$ cat src/rtl/mem_access_sequencer.sv
// Data-memory access sequencer: turns a MEM-stage load/store into one or two
// req/ack word transactions, stalling the pipeline until the access completes.
module mem_access_sequencer #(
    parameter int ADDR_W      = 12,
    parameter int DATA_W      = 16,
    parameter int WORD_STRIDE = 2
) (
    input  logic              clk,
    input  logic              rst_n,
    input  logic              req_read,
    input  logic              req_write,
    input  logic              req_double,
    input  logic [ADDR_W-1:0] req_addr,
    input  logic [DATA_W-1:0] req_wdata_lo,
    input  logic [DATA_W-1:0] req_wdata_hi,
    output logic              stall,
    output logic              done,
    output logic [DATA_W-1:0] rdata_lo,
    output logic [DATA_W-1:0] rdata_hi,
    output logic              dm_req,
    output logic              dm_we,
    output logic [ADDR_W-1:0] dm_addr,
    output logic [DATA_W-1:0] dm_wdata,
    input  logic [DATA_W-1:0] dm_rdata,
    input  logic              dm_ack
);

    typedef enum logic [1:0] {IDLE, FIRST, SECOND, DONE} state_t;

    typedef struct packed {
        logic              store;
        logic              dbl;
        logic [ADDR_W-1:0] addr;
        logic [DATA_W-1:0] wlo;
        logic [DATA_W-1:0] whi;
    } acc_t;

    state_t            state, state_nxt;
    acc_t              acc;
    logic              req_any;
    logic [ADDR_W-1:0] addr_hi;

    assign req_any = req_read | req_write;
    // Second word wraps naturally at the top of the address space.
    assign addr_hi = acc.addr + ADDR_W'(WORD_STRIDE);

    always_ff @(posedge clk or negedge rst_n) begin
        if (!rst_n) state <= IDLE;
        else        state <= state_nxt;
    end

    always_ff @(posedge clk or negedge rst_n) begin
        if (!rst_n) begin
            acc <= '0;
        end else if (state == IDLE && req_any) begin
            acc <= '{store: req_write, dbl: req_double, addr: req_addr,
                     wlo: req_wdata_lo, whi: req_wdata_hi};
        end
    end

    always_ff @(posedge clk or negedge rst_n) begin
        if (!rst_n) begin
            rdata_lo <= '0;
            rdata_hi <= '0;
        end else if (dm_ack && !acc.store) begin
            if (state == FIRST) begin
                rdata_lo <= dm_rdata;
                if (!acc.dbl) rdata_hi <= '0;
            end else if (state == SECOND) begin
                rdata_hi <= dm_rdata;
            end
        end
    end

    always_comb begin
        state_nxt = state;
        stall     = 1'b0;
        done      = 1'b0;
        dm_req    = 1'b0;
        dm_we     = 1'b0;
        dm_addr   = acc.addr;
        dm_wdata  = acc.wlo;
        case (state)
            IDLE: begin
                stall = req_any;
                if (req_any) state_nxt = FIRST;
            end
            FIRST: begin
                stall  = 1'b1;
                dm_req = 1'b1;
                dm_we  = acc.store;
                if (dm_ack) state_nxt = acc.dbl ? SECOND : DONE;
            end
            SECOND: begin
                stall    = 1'b1;
                dm_req   = 1'b1;
                dm_we    = acc.store;
                dm_addr  = addr_hi;
                dm_wdata = acc.whi;
                if (dm_ack) state_nxt = DONE;
            end
            DONE: begin
                done      = 1'b1;
                state_nxt = IDLE;
            end
            default: state_nxt = IDLE;
        endcase
    end

endmodule
$ cat config.mk
export PLATFORM = sky130hd
export DESIGN_NAME = mem_access_sequencer
export DESIGN_NICKNAME = d
export VERILOG_FILES = /design/src/rtl/mem_access_sequencer.sv
export SDC_FILE = /design/constraint.sdc
export NUM_CORES = 1
export LEC_CHECK = 0
export ABC_AREA = 1
export BUFFER_PORTS_ARGS = -buffer_cell sky130_fd_sc_hd__buf_4
export CORE_MARGIN = 10
export CORE_UTILIZATION = 35
export CTS_CLUSTER_SIZE = 8
export DETAILED_ROUTE_END_ITERATION = 6
export GPL_TIMING_DRIVEN = 1
export PLACE_DENSITY = 0.68
export REMOVE_ABC_BUFFERS = 1
export SYNTH_ARGS = -nofsm -noshare
export SYNTH_HDL_FRONTEND = slang
export SYNTH_SLANG_ARGS = --single-unit
$ cat constraint.sdc
create_clock -name clk -period 3.1 [get_ports clk]
set_input_delay 0 -clock clk [delete_from_list [all_inputs] [get_ports clk]]
set_output_delay 0 -clock clk [all_outputs]
set_load 0.05 [all_outputs]
==> flow_metrics.py <==
metrics = {
    "run_status": {
        "status": "finished, final reports clean",
    },
    "cells_and_area": {
        "final_util_pct": 54.7,
        "final_cell_area_mm2": 0.00557,
        "synthToLayoutAreaGrowth_pct": 53.8,
        "layout.cells.non_filler": 772,
        "drive_above_1_share_pct": 25.5,
        "nets": 703,
        "diodes": 0,
    },
    "place": {
        "placement.io_buffers": 129,
        "postPlaceCellArea_mm2": 0.00467,
        "dp_hpwl_um": 7170,
        "dp_slack_ns": 0.867,
        "place.gp.congestion": 0.781,
        "dp_cells": 693,
    },
    "timing": {
        "clock.fmax_mhz": 399,
        "relSlewSlack_pct": 29.2,
        "clock_skew_ns": 0.0127,
        "fin_crit_sh_pct": 80.9,
        "layout_min_cycle_time_ns": 2.51,
        "tns_ns": 0,
        "drv_slew": 0,
        "hold_viol": 0,
        "tightest_slew_ns": 1.06,
        "finalWorstSetupSlack_ns": 0.592,
        "holdWs_ns": 0.0399,
        "rsz0062_at_grt": "no",
        "setup_viol": 0,
    },
    "floorplanning": {
        "start_util_pct": 35.6,
        "die_w_um": 122,
        "core.rowCount": 37,
        "io_pins": 130,
        "die_h_um": 122,
        "core_mm2": 0.0102,
        "design.die.area_mm2": 0.0148,
    },
    "setup_path": {
        "cp_max_fo": 17,
        "cpMostUsedCell": "nand2_1",
        "cp_top_family": "buffers and inverters",
        "path_buf_inv": 3,
        "crit_type": "flop to output pin",
        "critPathCaptureType": "output pin",
        "slowest_stage": "clkinv_1",
        "cp.required_ns": 3.10,
        "cp-start-kind": "flop",
        "critical-path-max-stage-delay_ns": 0.62,
        "critical_path.cell_chain": "inv_1 > ha_1 > clkinv_1 > nand2_1 > nand2_1 > buf_4",
        "cp.arrival_ns": 2.51,
    },
    "global_routing": {
        "grt.total_usage_pct": 15.1,
        "antenna_found_initial": 0,
        "grt-ovfl-total": 0,
        "grt_pass1_vias": 3656,
        "grt_max_degree": 81,
        "grt_pass1_wl_um": 18200,
    },
    "routing": {
        "viasPerCell": 4.40,
        "drtAntennaViolNets": 0,
        "firstDrtPassIters": 4,
        "drt-initial-drc-count": 179,
        "num_vias": 3395,
        "route.detailed.wl_per_inst_um": 14.1,
        "drc": 0,
        "drt-total-wl_um": 10900,
    },
    "synthesis": {
        "netlist_instances": 444,
        "yosys_most_used_dff": "dfrtp_1",
        "post-synth-top-count-cell": "nand2_1",
        "yosys_warnings": 0,
        "synth_top_area_cell": "dfrtp_1",
        "syn-mean-instance-area_um2": 8.16,
        "yosys.area.top_type_share_pct": 55.3,
        "synth_area_leaders": "dfrtp_1 55%, nand2_1 24%, o21ai_0 4.1%",
        "syn_area_mm2": 0.00362,
        "async_reset_ff_share_pct": 100,
        "synth_cell_types": 22,
        "yosys_register_bits": 80,
        "synth_edf_count": 0,
        "synth_common_cells": "234 x nand2_1, 80 x dfrtp_1, 33 x inv_1",
        "yosysSeqAreaShare_pct": 55.3,
    },
    "clock_network": {
        "cts-buffers-inserted": 9,
        "cts_buffer_depth": 2,
        "clk_pin_slew_ns": 0.09,
        "cts_hold_buf": 63,
        "root_buffer": "clkbuf_8",
        "post_cts_buffers": 0,
        "cts_tree": "yes",
        "clock_latency_ns": 0.34,
        "htree_levels": 3,
        "cts_resized": 0,
        "cts.sinks": 80,
    },
    "pwr": {
        "intPower_mw": 3.31,
        "switching_share_pct": 51.6,
        "p_sw_mw": 3.52,
        "power_density_mw_per_mm2": 1230,
        "p_seq_share_pct": 27.2,
        "p_leak_nw": 3.03,
        "vdd_drop_max_mv": 0.788,
        "clock_power_share_pct": 14.7,
        "power.share.combinational_pct": 58.1,
        "finalPower_mw": 6.83,
    },
    "hold_path": {
        "hold_class": "primary input to flop",
    },
    "job": {
        "drv_cap": 0,
    },
}
-- cells by family after synthesis --
kind of cell / count (synthesis) / synth area share (%)
AND/OR/NAND/NOR: 257 / 27.5
flip-flops: 80 / 55.3
buffers and inverters: 53 / 6.46
AO/OA/AOI/OAI: 41 / 7.01
XOR/XNOR: 7 / 1.69
adder cells (fa/ha/maj): 6 / 2.07
-- sequential cells by signal, indices dropped and copies added (netlist names) --
signal    count
rdata_lo     16
rdata_hi     16
state         2
acc          46
-- cell usage in the layout, fill, tap and decap left out --
cell / count
clkinv_4: 1
inv_2: 1
xor2_1: 5
ha_1: 6
nand2_1: 234
o21ai_2: 10
xnor2_1: 2
nor2_1: 10
bufinv_16: 4
clkinvlp_4: 2
o21ai_4: 1
nor3_1: 1
dfrtp_1: 80
clkbuf_8: 9
o21ai_0: 30
inv_1: 33
nand2_2: 2
nand4_1: 2
buf_4: 131
nand3_1: 6
nor2_4: 1
clkinv_1: 1
dlygate4sd3_1: 63
nand3b_1: 1
-- metal layers --
metal / wire (µm) / vias to the layer above / part of all wire [%] / track usage (%)
met4: 91 / 0 / 0.84 / 4.47
met3: 1020 / 11 / 9.3 / 6.43
met5: 0 / - / 0 / 0
li1: - / 1723 / - / -
met2: 5060 / 107 / 47 / 24.1
met1: 4690 / 1554 / 43 / 18.1
-- worst reg2reg max path: cells and delay by family (launching register included) --
family          cells  cell delay, ns
compound gates      1            0.46
fa+ha+maj           1            0.23
buf+inv             1            0.13
flops               1            0.41
simple gates        1            0.76
-- final cells by class --
type | count | area (µm²)
clock buffer | 9 | 124
clock inverter | 7 | 144
fill | 904 | 4610
inverter | 35 | 131
multi-input combinational | 311 | 1390
sequential | 80 | 2000
tap | 136 | 170
timing repair buffer | 194 | 1610
-- path summary, 6_finish.rpt --
check | start | endpoint | slack [ns] | cells past startpoint
min in group asynchronous | rst_n | rdata_hi[14] | 0.38 | 2
max in group asynchronous | rst_n | acc[6] | 2.09 | 2
min | dm_ack | state[0] | 0.04 | 4
min reg2reg | acc[12] | acc[12] | 0.48 | 2
max | state[0] | dm_wdata[13] | 0.59 | 6
max reg2reg | state[1] | rdata_lo[9] | 1.01 | 4
-- power groups by stage --
stage	clock network (mW)	logic [mW]	registers, mW
after floorplan	0	2.08	2.46
after global placement	0	3.90	1.85
after detailed placement	0	3.95	1.86
after CTS	1.03	4.02	1.85
after global routing	1.07	4.32	1.92
final	1.00	3.97	1.86
Power figures use the tool's default switching activity.
